### config.mk
export PLATFORM = sky130hd
export DESIGN_NAME = aibcr3aux_por_seq_master
export DESIGN_NICKNAME = d
export VERILOG_FILES = /design/src/rtl/aibcr3aux_por_seq_master.sv
export SDC_FILE = /design/constraint.sdc
export NUM_CORES = 1
export LEC_CHECK = 0
export ABC_AREA = 0
export CORE_MARGIN = 2
export CORE_UTILIZATION = 44
export CTS_BUF_LIST = sky130_fd_sc_hd__clkbuf_8
export DETAILED_ROUTE_END_ITERATION = 16
export PLACE_DENSITY = 0.8
export SYNTH_ARGS = -nofsm -noshare
export SYNTH_HDL_FRONTEND = slang
export SYNTH_SLANG_ARGS = --single-unit
### constraint.sdc
create_clock -name i_osc_clk -period 1.7 [get_ports i_osc_clk]
set_input_delay 0.34 -clock i_osc_clk [delete_from_list [all_inputs] [get_ports i_osc_clk]]
set_output_delay 0.34 -clock i_osc_clk [all_outputs]
set_load 0.01 [all_outputs]
### src/rtl/aibcr3aux_por_seq_master.sv
// AUX master POR sequencer: syncs/debounces detect and por, releases global then staggered per-channel PORs.
// Optional detect-loss fault statistics are built when AIBCR3AUX_POR_FAULT_STAT_EN is defined.
module aibcr3aux_por_seq_master #(
  parameter int NUM_CH      = 24,
  parameter int DBNC_CYC    = 200,
  parameter int STAGGER_CYC = 4
) (
  input  logic              i_osc_clk,
  input  logic              i_rst_n,
  input  logic              i_device_detect,
  input  logic              i_por_pad,
  input  logic              m_por_ovrd,
  input  logic [NUM_CH-1:0] i_ch_en,
  output logic              osc_clkout,
  output logic              o_por_vcchssi,
  output logic              o_por_vccl,
  output logic [NUM_CH-1:0] o_ch_por,
  output logic              o_dev_det,
  output logic              o_seq_done,
  output logic [2:0]        o_state,
  output logic              o_fault,
  output logic [7:0]        o_fault_cnt
);
  localparam int CW = $clog2(NUM_CH + 1);
  localparam int SW = $clog2(STAGGER_CYC + 1);
  localparam int DW = $clog2(DBNC_CYC + 1);

  typedef enum logic [2:0] {
    S_RESET    = 3'd0,
    S_WAIT_DET = 3'd1,
    S_WAIT_POR = 3'd2,
    S_RELEASE  = 3'd3,
    S_DONE     = 3'd4
  } state_t;

  state_t            state, state_nxt;
  logic              det_s1, det_s2, por_s1, por_s2;
  logic              dev_det;
  logic [DW-1:0]     dbnc_cnt;
  logic [CW-1:0]     ch_idx, ch_idx_nxt;
  logic [SW-1:0]     slot_cnt, slot_nxt;
  logic [NUM_CH-1:0] released, released_nxt;

  always_ff @(posedge i_osc_clk) begin
    if (!i_rst_n) begin
      det_s1 <= 1'b0;
      det_s2 <= 1'b0;
      por_s1 <= 1'b0;
      por_s2 <= 1'b0;
    end else begin
      det_s1 <= i_device_detect;
      det_s2 <= det_s1;
      por_s1 <= i_por_pad;
      por_s2 <= por_s1;
    end
  end

  // Counter only runs while the synced level disagrees with the debounced one.
  always_ff @(posedge i_osc_clk) begin
    if (!i_rst_n) begin
      dev_det  <= 1'b0;
      dbnc_cnt <= '0;
    end else if (det_s2 != dev_det) begin
      if (dbnc_cnt == DW'(DBNC_CYC - 1)) begin
        dev_det  <= ~dev_det;
        dbnc_cnt <= '0;
      end else begin
        dbnc_cnt <= dbnc_cnt + DW'(1);
      end
    end else begin
      dbnc_cnt <= '0;
    end
  end

  always_ff @(posedge i_osc_clk) begin
    if (!i_rst_n) begin
      state    <= S_RESET;
      ch_idx   <= '0;
      slot_cnt <= '0;
      released <= '0;
    end else begin
      state    <= state_nxt;
      ch_idx   <= ch_idx_nxt;
      slot_cnt <= slot_nxt;
      released <= released_nxt;
    end
  end

  always_comb begin
    state_nxt    = state;
    ch_idx_nxt   = ch_idx;
    slot_nxt     = slot_cnt;
    released_nxt = released;
    case (state)
      S_RESET:    state_nxt = S_WAIT_DET;
      S_WAIT_DET: if (dev_det) state_nxt = S_WAIT_POR;
      S_WAIT_POR, S_RELEASE, S_DONE: begin
        // Detect loss outranks a POR re-assertion on the same cycle.
        if (!dev_det) begin
          state_nxt    = S_WAIT_DET;
          released_nxt = '0;
        end else if (state == S_WAIT_POR) begin
          if (!por_s2) begin
            state_nxt  = S_RELEASE;
            ch_idx_nxt = '0;
            slot_nxt   = '0;
          end
        end else if (por_s2) begin
          state_nxt    = S_WAIT_POR;
          released_nxt = '0;
        end else if (state == S_RELEASE) begin
          if (slot_cnt == SW'(STAGGER_CYC - 1)) begin
            for (int i = 0; i < NUM_CH; i++)
              if (ch_idx == CW'(i)) released_nxt[i] = i_ch_en[i];
            slot_nxt   = '0;
            ch_idx_nxt = ch_idx + CW'(1);
            if (ch_idx == CW'(NUM_CH - 1)) state_nxt = S_DONE;
          end else begin
            slot_nxt = slot_cnt + SW'(1);
          end
        end
      end
      default: state_nxt = S_RESET;
    endcase
  end

`ifdef AIBCR3AUX_POR_FAULT_STAT_EN
  logic       fault_q;
  logic [7:0] fault_cnt_q;
  logic       fault_evt;

  assign fault_evt = !dev_det &&
                     (state == S_WAIT_POR || state == S_RELEASE || state == S_DONE);

  always_ff @(posedge i_osc_clk) begin
    if (!i_rst_n) begin
      fault_q     <= 1'b0;
      fault_cnt_q <= '0;
    end else if (fault_evt) begin
      fault_q <= 1'b1;
      if (fault_cnt_q != 8'hFF) fault_cnt_q <= fault_cnt_q + 8'd1;
    end
  end

  assign o_fault     = fault_q;
  assign o_fault_cnt = fault_cnt_q;
`else
  assign o_fault     = 1'b0;
  assign o_fault_cnt = 8'd0;
`endif

  assign osc_clkout    = i_osc_clk;
  assign o_por_vccl    = 1'b0;
  assign o_dev_det     = dev_det;
  assign o_state       = state;
  assign o_seq_done    = (state == S_DONE);
  assign o_por_vcchssi = m_por_ovrd &
                         (state == S_RESET || state == S_WAIT_DET || state == S_WAIT_POR);
  assign o_ch_por      = {NUM_CH{m_por_ovrd}} & ~released;
endmodule
Yosys cells after proc, flatten, opt, wreduce, memory -nomap -nowiden. Cells that the tools add are included.

Flip-flop bits (word level): 48. Input port bits: 29. Output and inout port bits: 41. Word-level logic and storage cells: 189.

$add $sub $neg: 3. Eq/ne operators: 62. Muxes and demuxes: 48. Bitwise operators: 7. Reduce and logical (&&, ||, !) cells: 36.

Operators with widths (count): $reduce_and 5->1 (26); $mux 24 (5); $ne 3x2->1 const B (26); $eq 5x4->1 const B (8); $eq 5x5->1 const B (8); $mux 3 (13); $mux 5 (5); $and 24x24->24 (1); $mux 1 (24); $not 24->24 (1); $eq 5x3->1 const B (4); $ne 5x5->1 const B (3); $eq 5x2->1 const B (2); $eq 3x2->1 const B (3); $pmux 3 s3 (1); $add 8x1->8 const B (1); $eq 8x8->1 const B (1); $reduce_or 3->1 (2); $add 5x1->5 const B (1); $eq 5x1->1 const B (1); $logic_not 5->1 (1); $ne 2x2->1 const B (2); $ne 4x4->1 const B (1); $not 1->1 (4); other kinds (10) (12).

Depth between registers and ports, before layout. Gate-level depths: netlist of run 1.

Depth after elaboration: 8. Gate-level depth with buffers: 7. Gate-level depth less buffers: 6.

==> metrics.txt, run 1 <==
worst slew margin relative to its limit 0.644; WP data arrival 1.35 ns; row cnt 28; Avg WL per Cell 17.3 um; Crit path max-delay family buffers and inverters; nets@finish 462; fin crit share 0.992; leakage 1.56 nW; initial antenna violation count 0; grt ovf 0; Crit Path Max Fanout 2; vias in the first global route 2724; YS warnings 0; RSZ-0062 raised after global routing yes; post-route cell area 3830 um^2; detailed-placement wirelength estimate 5840 um; CP Cell Sequence clkbuf_8, clkbuf_8, dlygate4sd2_1; Filler cells 493; worst slew pin tran 0.533 ns; Max Freq 597 MHz; via count 2909; diodes inserted 0; Post-Synthesis Cells 339; critical path class clock port to output port; crit start category clock port; Starting Density 0.463; Detail Route Antenna Nets 0; Cell Area, Synth 2770 um^2; IO buf count 59; Non-Filler Instances 502; initial drt markers 272; min Tclk post-route 1.69 ns; Required @ worst endpoint 1.36 ns; # DRC 0; CTS tree done; share of cells above drive strength 1 0.248; Mean Syn Cell Area 8.18 um^2; slowest CP cell dlygate4sd2_1; Die Height 83.4 um; first-pass GRT wire length 13500 um; number of flops mapped to enable cells by yosys 0; I/O pins 70; gpl congestion 0.913; Yosys reg bits 48; power per cell area 678 nW/um^2; CP most frequent cell clkbuf_8; clk_skew 0.00985 ns; Clock transition at path regs 0.09 ns; final setup fails 0; Distinct cells, synth 66; Slew Viols, Final 0; Die Wd 83.4 um; WL final 8680 um; area grow syn2layout 38.1%; DP Area 3590 um^2; Post-synth ARST share 0; CTS Hold Bufs 0; core footprint 5990 um^2; VDD IR max 0.000554 V; Clk Latency, worst-skew pair 0.42 ns; Final Hold Viols 0; Hold WC Path Type flip-flop to flip-flop; CP Capture Type output port; dpl cells 486; pin count of the biggest net entering global routing 16; status finished, final reports clean; Synth Flop Type dfxtp_1; max incr delay on CP 0.27 ns; Pre-Repair DR Iteration Count 6; die area 6950 um^2; max cap viols 0; Seq/Total Area, Yosys 0.347; drt via density 5.79; Total GRT Usage 0.242; Crit path buffers/inverters 3
-- area by class of cell --
cell class | count | area, um^2 | share of cell area
timing repair buffer | 99 | 868 | 0.227
clock inverter | 2 | 38.8 | 0.0101
clock buffer | 10 | 133 | 0.0347
multi-input combinational | 256 | 1670 | 0.436
sequential | 48 | 970 | 0.253
inverter | 12 | 55.1 | 0.0144
tap | 75 | 93.8 | 0.0245
-- power breakdown --
group | internal [mW] | leakage [nW] | switching (mW)
Combinational | 0.167 | 1.08 | 0.153
Clock | 0.654 | 0.0882 | 0.473
Sequential | 1.14 | 0.391 | 0.0107
Total | 1.96 | 1.56 | 0.636
-- cells in the mapped netlist (all sizes together), types with 2 or more instances --
cell    instances  share of area
dfxtp          48           0.35
nor2           48          0.065
nand2          27          0.037
buf            23          0.055
o21ai          22          0.042
a31oi          13          0.029
nand3          13          0.023
a21oi          12          0.028
clkbuf         10          0.014
inv             9          0.012
nand4           8          0.018
and2            7          0.016
ha              7          0.032
xor2            7          0.022
and3            6          0.014
nand2b          6          0.014
nor3            6          0.016
a211oi          5          0.015
a221oi          5          0.018
nor2b           5          0.012
and4bb          4          0.018
a311oi          3          0.012
clkinv          3         0.0045
nand3b          3          0.013
nor4            3          0.011
o31ai           3         0.0081
xnor2           3         0.0095
a21o            2         0.0081
and3b           2         0.0063
mux2i           2         0.0072
nand4b          2         0.0063
o211ai          2         0.0054
o22ai           2         0.0045
or3             2         0.0045
-- flip-flops by register name (all words and copies together), names as in the netlist --
signal	flops
por_s1	1
slot_cnt	3
dbnc_cnt	8
det_s1	1
o_dev_det	1
released	24
o_state	3
ch_idx	5
det_s2	1
por_s2	1
-- path summary, 6_finish.rpt --
check	from	end	slack (ns)	cells after the start
worst max-delay path	i_osc_clk	osc_clkout	0.01	3
worst min-delay path	por_s1	por_s2	0.44	1
worst max register to register	o_state[0]	released[1]	0.04	6
worst min register to register	por_s1	por_s2	0.44	1
-- metrics by stage --
step	setup slack [ns]	power, mW	setup TNS, ns	hold slack (ns)	util
3_3_place_gp	-0.479	1.55	-9.93	0.416	0.599
3_5_place_dp	-0.432	1.55	-10.53	0.423	0.599
6_report	0.0128	2.59	0	0.442	0.639
5_1_grt	-0.0386	2.67	-0.0823	0.456	0.639
2_1_floorplan	0.0269	1.37	0	0.412	-
4_1_cts	-0.0351	2.60	-0.0351	0.448	0.628
-- cells in the final DEF, fill, tap and decap left out, types with 10 or more instances in the layout --
cell             instances
nor2_1                  48
dfxtp_1                 43
o21ai_1                 13
nand2_1                 26
clkdlybuf4s50_1         27
a31oi_1                 13
dlygate4sd2_1           15
buf_2                   15
conb_1                  10
nand3_1                 13
buf_4                   37
-- worst register-to-register path, stage by stage, from the launching register on --
cell and delay (ns):
dfxtp_1 0.33, buf_4 0.15, buf_4 0.15, and3b_1 0.20
a21oi_2 0.36, nor3_2 0.12, a311oi_1 0.28
-- per-layer routing --
layer | track usage | vias to the layer above | share of wire | routed length (um)
li1 | - | 1368 | - | -
met1 | 0.293 | 1353 | 0.40 | 3480
met2 | 0.409 | 163 | 0.50 | 4310
met3 | 0.0437 | 25 | 0.074 | 638
met4 | 0.121 | 0 | 0.028 | 242
met5 | 0 | - | 0 | 0
-- repair_timing --
action | CTS | global route
gates resized for setup | 96 | 12
cloned | 2 | 1
pin swaps | 0 | 2
endpoints found under the setup margin | 33 | 17
buffers inserted | 2 | 0
-- logic make-up (layout without fill, tap and decap cells) --
family,Yosys count,count (layout),synth area share
adders and majority gates,7,7,0.0316
AOI/OAI and AO/OA,79,80,0.205
DFF,48,48,0.347
and+or+nand+nor,147,147,0.291
xor gates and xnor gates,10,10,0.0316
other,1,10,0.00135
muxes,2,2,0.00722
buffers and inverters,45,123,0.0853
No activity file was read; power rests on OpenSTA's default activity.
==> run 2, diff against run 1 <==
MAX_ROUTING_LAYER = met4   (was default)
==> run 2 against run 1 <==
Flip-flop and latch count unchanged. Combinational power about the same. Critical path depth did not move. Wire length decreased by 0.30%. Critical endpoint unchanged. Largest cell class unchanged. Non-clock buffer count unchanged. Design area unchanged. Via count up 0.34%. Critical path type unchanged. Die area did not move. First-iteration DRC count down 7.0%. Clock skew shrank 0.0011 ns.
==> metrics.txt, run 2 (synthesized netlist as in run 1, its figures left out) <==
Die Height 83.4 um; CP Cell Sequence clkbuf_8, clkbuf_8, dlygate4sd2_1; Hold Worst Slack 0.442 ns; crit start category clock port; Comb pwr share 0.124; clk_skew 0.00871 ns; row cnt 28; r2r setup slk 0.03 ns; core footprint 5990 um^2; area grow syn2layout 38.1%; metal2 WL 4280 um; power per cell area 676 nW/um^2; drt via density 5.81; gpl congestion 0.929; I/O pins 70; Clk Latency, worst-skew pair 0.42 ns; most common cell after layout, fill and taps aside nor2_1; die area 6950 um^2; CTS tree done; WP data arrival 1.35 ns; # DRC 0; pin count of the biggest net entering global routing 16; slowest CP cell dlygate4sd2_1; Starting Density 0.463; initial antenna violation count 0; share of cells above drive strength 1 0.248; Slew Viols, Final 0; Filler cells 493; Net Sw Frac 0.243; sequential share of power 0.444; Required @ worst endpoint 1.36 ns; IO buf count 59; critical path class clock port to output port; fin crit share 0.992; most frequent cells in the layout nor2_1 (48), dfxtp_1 (43), buf_4 (37); leakage 1.56 nW; max layer used met4; max cap viols 0; VDD IR max 0.000550 V; Die Wd 83.4 um; nets@finish 462; Crit Path Max Fanout 2; detailed-placement wirelength estimate 5840 um; Clock transition at path regs 0.09 ns; first-pass GRT wire length 13500 um; Largest Register released; Max Freq 596 MHz; vias in the first global route 2719; sw power 629 uW; CP Capture Type output port; Largest register FFs 24; setup TNS 0 ns; post-route cell area 3830 um^2; RSZ-0062 raised after global routing yes; Total GRT Usage 0.249; DP Area 3590 um^2; Hold WC Path Type flip-flop to flip-flop; WL final 8650 um; Avg WL per Cell 17.2 um; power consumption 2.59 mW; Pre-Repair DR Iteration Count 6; Detail Route Antenna Nets 0; top flop regs released (24), dbnc_cnt (8), ch_idx (5); min Tclk post-route 1.69 ns; CTS Hold Bufs 0; Final Hold Viols 0; final core utilization 0.639; final setup fails 0; grt ovf 0; CP most frequent cell clkbuf_8; max incr delay on CP 0.27 ns; diodes inserted 0; initial drt markers 253; Internal 1.96 mW; routed wl met3 650 um; status finished, final reports clean; Clock power frac 0.433; Metal-1 WL 3480 um; via count 2919
==> run 2: cell counts in the layout (fill, tap and decap cells not counted) <==
No cell type changed its count.
==> run 2: critical path, delay by kind of cell <==
kind,cells,cell delay [ns]
buffers and inverters,3,0.50
==> run 2: power by group through the flow <==
stage | Clock, mW | Combinational (mW) | Sequential [mW]
after global routing | 1.17 | 0.342 | 1.15
final | 1.12 | 0.320 | 1.15
after floorplan | 0.0485 | 0.150 | 1.17
after CTS | 1.13 | 0.314 | 1.15
after detailed placement | 0.0598 | 0.317 | 1.18
after global placement | 0.0598 | 0.313 | 1.18
==> run 2: metrics by stage <==
step	worst slack, ns	cells
3_3_place_gp	-0.479	486
6_report	0.0133	502
5_1_grt	-0.0386	502
3_5_place_dp	-0.432	486
4_1_cts	-0.0351	501
2_1_floorplan	0.0269	348
==> run 2: metal layers <==
metal	up-vias	GRT usage
li1	1368	-
met1	1350	0.293
met2	174	0.409
met3	27	0.0437
met4	0	0.121
met5	-	-
==> run 2: worst paths after layout <==
check,cells after the start,to,from
max,3,osc_clkout,i_osc_clk
max reg2reg,6,released[17],o_state[1]
min,1,por_s2,por_s1
min reg2reg,1,por_s2,por_s1
==> run 2: what timing repair did <==
action,CTS,global route
setup endpoints to repair,33,17
pin swaps,0,2
gates cloned,2,1
gates resized for setup,96,12
buffers inserted,2,0
==> run 2: cell type report <==
type,count,area (um^2),share of cell area
clock inverters,2,38.8,0.0101
flip-flops and latches,48,970,0.253
repair buffers,99,868,0.227
clock buffers,10,133,0.0347
multi-input cells,256,1670,0.436
well taps,75,93.8,0.0245
inverters,12,55.1,0.0144
